`config.mk`:
```
export PLATFORM = sky130hd
export DESIGN_NAME = touch_frame_locker
export DESIGN_NICKNAME = d
export VERILOG_FILES = /design/src/rtl/touch_frame_locker_pkg.sv /design/src/rtl/touch_calib.sv /design/src/rtl/touch_frame_locker.sv
export SDC_FILE = /design/constraint.sdc
export NUM_CORES = 1
export LEC_CHECK = 0
export ABC_AREA = 1
export CAP_MARGIN = 20
export CORE_UTILIZATION = 45
export DETAILED_ROUTE_END_ITERATION = 8
export DONT_BUFFER_PORTS = 1
export SYNTH_ARGS = -nofsm -noshare
export SYNTH_HDL_FRONTEND = slang
export SYNTH_HIERARCHICAL = 1
export SYNTH_SLANG_ARGS = --single-unit
export TNS_END_PERCENT = 100
```
`constraint.sdc`:
```
create_clock -name cclk -period 3.2 [get_ports cclk]
set_input_delay 0.32 -clock cclk [delete_from_list [all_inputs] [get_ports cclk]]
set_output_delay 0.32 -clock cclk [all_outputs]
set_load 0.1 [all_outputs]
```
`src/rtl/touch_frame_locker_pkg.sv`:
```
// touch_frame_locker_pkg
// Shared definitions for the touch frame locker slice: coordinate width,
// the coordinate value that means "no touch", the debounce state encoding
// and a small helper that tells whether a state counts as touching.
package touch_frame_locker_pkg;

  localparam int TOUCH_W = 12;
  localparam logic [TOUCH_W-1:0] NO_TOUCH_DEFAULT = 12'd1000;

  typedef enum logic [1:0] {
    ST_RELEASED     = 2'd0,
    ST_PRESS_PEND   = 2'd1,
    ST_PRESSED      = 2'd2,
    ST_RELEASE_PEND = 2'd3
  } deb_state_e;

  // A pending release still counts as touching: the finger has not been
  // confirmed gone yet, so averaging and frame locking keep using it.
  function automatic logic is_touching(input deb_state_e st);
    return (st == ST_PRESSED) || (st == ST_RELEASE_PEND);
  endfunction

endpackage

```
`src/rtl/touch_calib.sv`:
```
// touch_calib
// Saturating offset-and-shift calibration for one axis.
//   avg : averaged raw coordinate
//   cal : (avg - OFFSET) >> SHIFT, or 0 when avg <= OFFSET (never wraps)
module touch_calib
  import touch_frame_locker_pkg::*;
#(
  parameter int OFFSET = 150,
  parameter int SHIFT  = 3
) (
  input  logic [TOUCH_W-1:0] avg,
  output logic [TOUCH_W-1:0] cal
);

  localparam logic [TOUCH_W-1:0] OFFSET_C = TOUCH_W'(OFFSET);

  // Saturating subtract then shift.
  always_comb begin
    if (avg > OFFSET_C) begin
      cal = (avg - OFFSET_C) >> SHIFT;
    end else begin
      cal = {TOUCH_W{1'b0}};
    end
  end

endmodule

```
`src/rtl/touch_frame_locker.sv`:
```
// touch_frame_locker
// Samples the touchpad controller on a periodic tick, debounces press/release
// on pressure, box-car averages pressed samples, calibrates them and reloads
// the output coordinates only on new_frame rising edges.
// Ports:
//   cclk, rstb      : clock, asynchronous active-low reset
//   touch_x/y/z     : raw 12-bit coordinates and pressure
//   new_frame       : frame marker (level or pulse), cclk domain
//   locked_x/y      : calibrated coordinates, stable between frame edges
//   touch_active    : debounced press state latched at the last frame edge
//   frame_update    : one-cycle pulse when locked_* were reloaded
// Build option: TOUCH_FRAME_LOCKER_HOLD_EN keeps the last touched coordinates
// on release instead of driving NO_TOUCH.
module touch_frame_locker
  import touch_frame_locker_pkg::*;
#(
  parameter int SAMPLE_PERIOD = 1000,
  parameter int AVG_LOG2      = 2,
  parameter int DEB_COUNT     = 3,
  parameter int Z_THRESH      = 256,
  parameter int X_OFFSET      = 150,
  parameter int Y_OFFSET      = 300,
  parameter int X_SHIFT       = 3,
  parameter int Y_SHIFT       = 4,
  parameter int NO_TOUCH      = int'(NO_TOUCH_DEFAULT)
) (
  input  logic               cclk,
  input  logic               rstb,
  input  logic [TOUCH_W-1:0] touch_x,
  input  logic [TOUCH_W-1:0] touch_y,
  input  logic [TOUCH_W-1:0] touch_z,
  input  logic               new_frame,
  output logic [TOUCH_W-1:0] locked_x,
  output logic [TOUCH_W-1:0] locked_y,
  output logic               touch_active,
  output logic               frame_update
);

  localparam int CNT_W = (SAMPLE_PERIOD > 1) ? $clog2(SAMPLE_PERIOD) : 1;
  localparam logic [CNT_W-1:0] CNT_LAST = CNT_W'(SAMPLE_PERIOD - 1);
  localparam int SUM_W = TOUCH_W + AVG_LOG2;
  localparam int WIN_W = AVG_LOG2 + 1;
  localparam logic [WIN_W-1:0] WIN_LAST = WIN_W'((1 << AVG_LOG2) - 1);
  localparam logic [3:0] DEB_C = 4'(DEB_COUNT);
  localparam logic [TOUCH_W-1:0] Z_THRESH_C = TOUCH_W'(Z_THRESH);
  localparam logic [TOUCH_W-1:0] NO_TOUCH_C = TOUCH_W'(NO_TOUCH);

  logic [CNT_W-1:0]   smp_cnt_r;
  logic               sample_tick_s;
  logic [TOUCH_W-1:0] x_reg_r, y_reg_r, z_reg_r;
  logic               eval_r;
  logic               pressed_s;
  deb_state_e         state_r, state_nxt_s;
  logic [3:0]         deb_cnt_r, deb_cnt_nxt_s;
  logic [SUM_W-1:0]   sum_x_r, sum_y_r, sum_x_nxt_s, sum_y_nxt_s;
  logic [WIN_W-1:0]   win_cnt_r;
  logic [TOUCH_W-1:0] avg_x_r, avg_y_r;
  logic               avg_ok_r;
  logic               accum_s, enter_rel_s;
  logic [TOUCH_W-1:0] cx_s, cy_s;
  logic               new_frame_q_r, frame_rise_s, active_nxt_s;

  assign sample_tick_s = (smp_cnt_r == CNT_LAST);
  assign pressed_s     = (z_reg_r >= Z_THRESH_C);

  // Free-running sample period counter.
  always_ff @(posedge cclk or negedge rstb) begin
    if (!rstb) begin
      smp_cnt_r <= {CNT_W{1'b0}};
    end else if (sample_tick_s) begin
      smp_cnt_r <= {CNT_W{1'b0}};
    end else begin
      smp_cnt_r <= smp_cnt_r + {{(CNT_W-1){1'b0}}, 1'b1};
    end
  end

  // Raw capture on the tick; eval_r marks the following cycle as the
  // one where the captured sample is judged.
  always_ff @(posedge cclk or negedge rstb) begin
    if (!rstb) begin
      x_reg_r <= {TOUCH_W{1'b0}};
      y_reg_r <= {TOUCH_W{1'b0}};
      z_reg_r <= {TOUCH_W{1'b0}};
      eval_r  <= 1'b0;
    end else begin
      eval_r <= sample_tick_s;
      if (sample_tick_s) begin
        x_reg_r <= touch_x;
        y_reg_r <= touch_y;
        z_reg_r <= touch_z;
      end
    end
  end

  // Debounce next-state logic, advancing only on evaluated samples.
  always_comb begin
    state_nxt_s   = state_r;
    deb_cnt_nxt_s = deb_cnt_r;
    if (eval_r) begin
      case (state_r)
        ST_RELEASED: begin
          if (pressed_s) begin
            if (DEB_C == 4'd1) begin
              state_nxt_s   = ST_PRESSED;
              deb_cnt_nxt_s = 4'd0;
            end else begin
              state_nxt_s   = ST_PRESS_PEND;
              deb_cnt_nxt_s = 4'd1;
            end
          end else begin
            deb_cnt_nxt_s = 4'd0;
          end
        end
        ST_PRESS_PEND: begin
          if (!pressed_s) begin
            state_nxt_s   = ST_RELEASED;
            deb_cnt_nxt_s = 4'd0;
          end else if ((deb_cnt_r + 4'd1) == DEB_C) begin
            state_nxt_s   = ST_PRESSED;
            deb_cnt_nxt_s = 4'd0;
          end else begin
            deb_cnt_nxt_s = deb_cnt_r + 4'd1;
          end
        end
        ST_PRESSED: begin
          if (!pressed_s) begin
            if (DEB_C == 4'd1) begin
              state_nxt_s   = ST_RELEASED;
              deb_cnt_nxt_s = 4'd0;
            end else begin
              state_nxt_s   = ST_RELEASE_PEND;
              deb_cnt_nxt_s = 4'd1;
            end
          end else begin
            deb_cnt_nxt_s = 4'd0;
          end
        end
        ST_RELEASE_PEND: begin
          if (pressed_s) begin
            state_nxt_s   = ST_PRESSED;
            deb_cnt_nxt_s = 4'd0;
          end else if ((deb_cnt_r + 4'd1) == DEB_C) begin
            state_nxt_s   = ST_RELEASED;
            deb_cnt_nxt_s = 4'd0;
          end else begin
            deb_cnt_nxt_s = deb_cnt_r + 4'd1;
          end
        end
        default: begin
          state_nxt_s   = ST_RELEASED;
          deb_cnt_nxt_s = 4'd0;
        end
      endcase
    end else begin
      state_nxt_s   = state_r;
      deb_cnt_nxt_s = deb_cnt_r;
    end
  end

  // Debounce state registers.
  always_ff @(posedge cclk or negedge rstb) begin
    if (!rstb) begin
      state_r   <= ST_RELEASED;
      deb_cnt_r <= 4'd0;
    end else begin
      state_r   <= state_nxt_s;
      deb_cnt_r <= deb_cnt_nxt_s;
    end
  end

  // Accumulate only pressed samples while touching; the state used is the
  // one before this sample's transition.
  assign accum_s     = eval_r & pressed_s & is_touching(state_r);
  assign enter_rel_s = (state_nxt_s == ST_RELEASED) && (state_r != ST_RELEASED);
  assign sum_x_nxt_s = sum_x_r + SUM_W'(x_reg_r);
  assign sum_y_nxt_s = sum_y_r + SUM_W'(y_reg_r);

  // Box-car averager over 2^AVG_LOG2 accepted samples.
  always_ff @(posedge cclk or negedge rstb) begin
    if (!rstb) begin
      sum_x_r   <= {SUM_W{1'b0}};
      sum_y_r   <= {SUM_W{1'b0}};
      win_cnt_r <= {WIN_W{1'b0}};
      avg_x_r   <= {TOUCH_W{1'b0}};
      avg_y_r   <= {TOUCH_W{1'b0}};
      avg_ok_r  <= 1'b0;
    end else if (enter_rel_s) begin
      sum_x_r   <= {SUM_W{1'b0}};
      sum_y_r   <= {SUM_W{1'b0}};
      win_cnt_r <= {WIN_W{1'b0}};
      avg_ok_r  <= 1'b0;
    end else if (accum_s) begin
      if (win_cnt_r == WIN_LAST) begin
        avg_x_r   <= sum_x_nxt_s[AVG_LOG2 +: TOUCH_W];
        avg_y_r   <= sum_y_nxt_s[AVG_LOG2 +: TOUCH_W];
        avg_ok_r  <= 1'b1;
        sum_x_r   <= {SUM_W{1'b0}};
        sum_y_r   <= {SUM_W{1'b0}};
        win_cnt_r <= {WIN_W{1'b0}};
      end else begin
        sum_x_r   <= sum_x_nxt_s;
        sum_y_r   <= sum_y_nxt_s;
        win_cnt_r <= win_cnt_r + {{AVG_LOG2{1'b0}}, 1'b1};
      end
    end
  end

  touch_calib #(.OFFSET(X_OFFSET), .SHIFT(X_SHIFT)) u_calib_x (.avg(avg_x_r), .cal(cx_s));
  touch_calib #(.OFFSET(Y_OFFSET), .SHIFT(Y_SHIFT)) u_calib_y (.avg(avg_y_r), .cal(cy_s));

  // Frame-edge detection uses registered state/avg, so simultaneous state
  // changes or average completions show up only at the next frame.
  assign frame_rise_s = new_frame & ~new_frame_q_r;
  assign active_nxt_s = is_touching(state_r) & avg_ok_r;

  // Output lock: outputs change only here, on a new_frame rising edge.
  always_ff @(posedge cclk or negedge rstb) begin
    if (!rstb) begin
      new_frame_q_r <= 1'b0;
      frame_update  <= 1'b0;
      touch_active  <= 1'b0;
      locked_x      <= NO_TOUCH_C;
      locked_y      <= NO_TOUCH_C;
    end else begin
      new_frame_q_r <= new_frame;
      frame_update  <= frame_rise_s;
      if (frame_rise_s) begin
        touch_active <= active_nxt_s;
        if (active_nxt_s) begin
          locked_x <= cx_s;
          locked_y <= cy_s;
        end else begin
`ifdef TOUCH_FRAME_LOCKER_HOLD_EN
          locked_x <= locked_x;
          locked_y <= locked_y;
`else
          locked_x <= NO_TOUCH_C;
          locked_y <= NO_TOUCH_C;
`endif
        end
      end
    end
  end

endmodule

```
Word level (Yosys, flattened, before mapping)
Index checks and enable logic that the tools add are counted.
{"block": "totals", "register_bits": 136, "wordCells": 80}
{"block": "op_classes", "n_addsub": 7, "n_lt_le_gt_ge": 3, "eq_ne": 6, "muxes": 31, "n_bitwise": 6, "reduce_logical": 9}
{"cell": "$mux W14", "n": 6}
{"cell": "$add A14 B12 Y14", "n": 2}
{"cell": "$mux W12", "n": 2}
{"cell": "$pmux W4 S4", "n": 1}
{"cell": "$mux W2", "n": 7}
{"cell": "$ge A12 B9 Y1 const B", "n": 1}
{"cell": "$gt A12 B8 Y1 const B", "n": 1}
{"cell": "$gt A12 B9 Y1 const B", "n": 1}
{"cell": "$mux W4", "n": 3}
{"cell": "$sub A12 B8 Y12 const B", "n": 1}
{"cell": "$sub A12 B9 Y12 const B", "n": 1}
{"cell": "$add A10 B1 Y10 const B", "n": 1}
{"cell": "$eq A10 B10 Y1 const B", "n": 1}
{"cell": "$mux W10", "n": 1}
{"cell": "$mux W3", "n": 3}
{"cell": "$mux W9", "n": 1}
{"cell": "$mux W8", "n": 1}
{"cell": "$pmux W2 S4", "n": 1}
{"cell": "$reduce_bool A2 Y1", "n": 3}
{"cell": "$mux W1", "n": 5}
{"cell": "$add A4 B1 Y4 const B", "n": 1}
{"cell": "$and A1 B1 Y1", "n": 4}
{"cell": "$eq A2 B2 Y1 const B", "n": 2}
{"cell": "$eq A4 B2 Y1 const B", "n": 1}
{"cell": "other kinds (9)", "n": 11}

Depth between registers and ports, before layout
{"block": "logic_depth", "depth_word": 10, "mapped_depth": 13, "depth_no_buf": 12}

Hierarchy
The synthesis kept the hierarchy.
{"module": "touch_frame_locker", "n_inst": 1, "cells_each": 745, "area_each_um2": 6376.1, "seq_area_each_um2": 3218.1}
{"module": "touch_calib at u_calib_x", "n_inst": 1, "cells_each": 60, "area_each_um2": 330.3, "seq_area_each_um2": 0.0}
{"module": "touch_calib at u_calib_y", "n_inst": 1, "cells_each": 52, "area_each_um2": 287.8, "seq_area_each_um2": 0.0}

Worst setup path after synthesis
Ideal clock, no wire load.
{"block": "synth_path", "path_kind": "register to register", "start": "reg y_reg_r[0]", "end": "reg sum_y_r[12]", "arrival_time_ns": 1.566, "setup_slack_ns": 1.516, "path_stages_with_launch": 11, "synth_period_minus_slack_ns": 1.684, "path_cell_list": "dfrtp_1 -> ha_1 -> fa_1 -> nand3_1 -> nand2_1 -> nand2_1 -> nand2_1 -> nand2_1 -> nand3b_1 -> nand3_1 -> nand2_1"}
{"block": "synth_via", "elab_chain_cells": 4}
{"item": "start: declaration", "line_no": "touch_frame_locker.sv:50", "source": "logic [TOUCH_W-1:0] x_reg_r, y_reg_r, z_reg_r;"}
{"item": "start signal: assignment", "line_no": "touch_frame_locker.sv:82", "source": "y_reg_r <= {TOUCH_W{1'b0}};"}
{"item": "start signal: assignment", "line_no": "touch_frame_locker.sv:89", "source": "y_reg_r <= touch_y;"}
{"item": "$add A14 B12 Y14", "line_no": "touch_frame_locker.sv:176", "source": "assign sum_y_nxt_s = sum_y_r + SUM_W'(y_reg_r);"}
{"item": "$mux W14", "line_no": "touch_frame_locker.sv:193", "source": "if (win_cnt_r == WIN_LAST) begin"}
{"item": "$mux W14", "line_no": "touch_frame_locker.sv:192", "source": "end else if (accum_s) begin"}
{"item": "$mux W14", "line_no": "touch_frame_locker.sv:187", "source": "end else if (enter_rel_s) begin"}
{"item": "end signal: assignment", "line_no": "touch_frame_locker.sv:182", "source": "sum_y_r <= {SUM_W{1'b0}};"}
{"item": "end signal: assignment", "line_no": "touch_frame_locker.sv:189", "source": "sum_y_r <= {SUM_W{1'b0}};"}
{"item": "end signal: assignment", "line_no": "touch_frame_locker.sv:198", "source": "sum_y_r <= {SUM_W{1'b0}};"}
{"item": "end: declaration", "line_no": "touch_frame_locker.sv:55", "source": "logic [SUM_W-1:0] sum_x_r, sum_y_r, sum_x_nxt_s, sum_y_nxt_s;"}
Every way passes these cells. The select of a mux whose other input is x is not followed.
A chain may end at the register's enable or synchronous reset.

Worst setup path in the final report
{"block": "layout_path", "start": "reg eval_r", "end": "reg avg_y_r[4]"}
{"block": "layout_via", "elab_chain_cells": 5}
{"item": "start: declaration", "line_no": "touch_frame_locker.sv:51", "source": "logic eval_r;"}
{"item": "start signal: assignment", "line_no": "touch_frame_locker.sv:86", "source": "eval_r <= sample_tick_s;"}
{"item": "$mux W2", "line_no": "touch_frame_locker.sv:99", "source": "if (eval_r) begin"}
{"item": "$logic_not A2 Y1", "line_no": "touch_frame_locker.sv:174", "source": "assign enter_rel_s = (state_nxt_s == ST_RELEASED) && (state_r != ST_RELEASED);"}
{"item": "$logic_and A1 B1 Y1", "line_no": "touch_frame_locker.sv:174"}
{"item": "$not A1 Y1 (no source line)"}
{"item": "$reduce_and A3 Y1 (no source line) *"}
{"item": "end signal: assignment", "line_no": "touch_frame_locker.sv:185", "source": "avg_y_r <= {TOUCH_W{1'b0}};"}
{"item": "end signal: assignment", "line_no": "touch_frame_locker.sv:195", "source": "avg_y_r <= sum_y_nxt_s[AVG_LOG2 +: TOUCH_W];"}
{"item": "end: declaration", "line_no": "touch_frame_locker.sv:57", "source": "logic [TOUCH_W-1:0] avg_x_r, avg_y_r;"}
Mark *: on every way between the ends. The rest lies on a longest branch, timed or not.

==> metrics <==
first-pass GRT wire length=26.0 mm; sequential fraction of the synthesis area=0.460; Placer Congestion=0.851; Syn Inst Count=857; largest family of logic cells by synthesized area=simple AND/OR/NAND/NOR gates; via count=5551; FF-to-FF setup slack=1.09 ns; slowest CP cell=inv_1; TNS Setup=0 ns; max incr delay on CP=0.65 ns; layout cells sized above 1=0.118; commonest non-fill, non-tap cell in the layout=nand2_1; # H-tree levels=4; WHS=-0.406 ns; Req. time, crit path=3.54 ns; status=finished, violations left; Port Buffers=0; CP Cell Sequence=inv_1, nor2_1, nand2_1, buf_4, inv_1, nand3_1, nand2_1; Synth Area in Adders=0.0558; Critical Path AT=2.46 ns; worst-path maximum fanout=28; final setup violation count=0; WP buf/inv=3; nets@finish=924; Compound-Gate Fraction of Synth Area=0.0839; Pwr Total=0.00358 W; Clock Sinks=128; Overall Global Routing Usage=0.202; Vias per Instance=5.26; mux cell area share after synthesis=0; failing checks=hold timing; Worst Hold Class=primary input to asynchronous set/reset pin; Core ar.=15200 um2; Worst Setup End Kind=flip-flop; synth-to-layout area growth=10.4%; Antenna diodes=0; Initial DRC Count=335; footprint of the multi-input gates=3360 um2; largest net degree at the start of global routing=129; Lkg Pwr=4.01 nW; Yosys warnings=6; Die Wd=127 um; CTS Root Cell=clkbuf_16; Fin Clk Skew=0.00982 ns; IO Pins=65; Worst slew margin=0.378; syn_area_per_cell=8.16 um2; antenna violations before repair=0; Post-DP HPWL=10.3 mm; Initial Utilization=0.460; Netlist cell types=43; vias in the first global route=5504; DRT Pass-1 Iters=5; Setup WS post-layout=1.09 ns; Worst VDD drop=0.364 mV; DRT antenna net count=0; Fin. Hold Viols=128; CTS Buffer Depth=2; R2R Path End=avg_y_r[4]; Synth Area in Simple Gates=0.325; synthesized cell area=6990 um2; Critical R2R Launch=eval_r; Register Area=3220 um2; DRC viols=0; RSZ-0062 raised after global routing=no; Die Area=16000 um2; Period minus WS final=2.11 ns; most frequent cells in the layout=nand2_1, dfrtp_1, nand3_1; Post-CTS Setup Inserts=0; CTS Hold Bufs=1; top cell family by delay on the critical path=buffers and inverters; fill count=1445; Slew Limit Fails=0; Fmax=0.473 GHz; Max-Cap Viols=0; post-CTS resize count=0; startpoint types=flip-flop; Setup CP Type=flip-flop to flip-flop; Routed wire per std cell=14.2 um; grt ovf=0; R2R cell count=7; flops & latches, synth=128; Tcrit/Tclk final=0.660; Routed Wire Length=14.9 mm; CTS tree=yes; Row Count=45; TritonCTS Buffers=17; Slew @ Worst Pin=0.932 ns; pwr dens=464 nW/um2; CTS clock-pin slew for the worst setup and hold paths=0.06 ns; Post-Synth XOR/XNOR Area=0.0125; Setup WS pre-CTS=1.12 ns; Die Y=127 um; Skew-Pair Late Insertion Delay=0.42 ns
-- where the power goes --
| part | switching (W) | total, W | leakage, nW | internal, W |
|---|---|---|---|---|
| logic | 0.00000728 | 0.00000944 | 2.14 | 0.00000217 |
| clock network | 0.000724 | 0.00195 | 0.282 | 0.00122 |
| registers | 0.00000529 | 0.00163 | 1.58 | 0.00162 |
| total | 0.000737 | 0.00358 | 4.01 | 0.00284 |
-- synth_stat cells (all sizes together) --
cell    number  area share
nand3b      14       0.015
nor3b        1      0.0011
nor3         7      0.0057
nor2        64       0.042
xnor2        1      0.0013
o21a         3      0.0032
a22oi        2      0.0021
a21o         2      0.0021
inv         62       0.033
dfrtp      116        0.42
and3         1     0.00090
a21boi       2      0.0021
nand2      311        0.18
buf         24       0.024
nand3       98       0.076
xor2         9       0.011
o21ai       19       0.015
a21oi       29       0.024
ha          28       0.050
nand4        7      0.0063
conb         2      0.0011
a211oi       1      0.0011
fa           2      0.0057
clkbuf       9      0.0048
o21bai       2      0.0021
or2          3      0.0027
dfstp       12       0.045
o22a        12       0.015
o211ai       1      0.0011
a22o        13       0.016
-- state kept, by name (all words and copies together) (netlist names), 2 cells and up --
signal / flops
sum_x_r: 14
sum_y_r: 14
avg_x_r: 12
avg_y_r: 12
locked_x: 12
locked_y: 12
x_reg_r: 12
y_reg_r: 12
smp_cnt_r: 10
deb_cnt_r: 4
z_reg_r: 4
win_cnt_r: 3
state_r: 2
-- how the worst max path moves through the flow --
stage / start / end / slack (ns) / cells after the start
4_1_cts: z_reg_r[10] / avg_x_r[4] / 1.10 / 9
5_1_grt: z_reg_r[11] / avg_y_r[4] / 0.90 / 9
3_5_place_dp: z_reg_r[10] / avg_x_r[4] / 1.12 / 9
6_report: eval_r / avg_y_r[4] / 1.09 / 7
3_3_place_gp: z_reg_r[8] / avg_x_r[4] / 1.15 / 9
2_1_floorplan: y_reg_r[0] / sum_y_r[12] / 1.52 / 10
-- cell families (layout without fill, tap and decap cells) --
| family | Yosys count | after routing |
|---|---|---|
| other | 2 | 7 |
| and+or+nand+nor | 506 | 506 |
| adders and majority gates | 30 | 30 |
| buffers and inverters | 95 | 101 |
| AOI/OAI and AO/OA | 86 | 86 |
| xor gates and xnor gates | 10 | 10 |
| DFF | 128 | 128 |
-- routing by layer --
metal,track usage,up-vias,routed length [um]
met1,0.279,2622,7330
met5,0,-,0
met4,0.0742,0,251
li1,-,2801,-
met3,0.0418,20,666
met2,0.315,108,6700
-- stage by stage --
step | instances | area, um2 | utilization
after CTS | 1055 | 7690 | 0.506
after floorplan | 862 | 7010 | -
after global placement | 1022 | 7090 | 0.466
after global routing | 1056 | 7720 | 0.508
after detailed placement | 1022 | 7090 | 0.466
final | 1056 | 7720 | 0.508
-- layout make-up --
cell class	instances	share of cell area
multi-input cells	639	0.436
flip-flops and latches	128	0.417
repair buffers	7	0.00972
clock buffers	18	0.0556
clock inverters	14	0.0216
inverters	62	0.0301
well taps	188	0.0305
No activity file was read; power rests on OpenSTA's default activity.
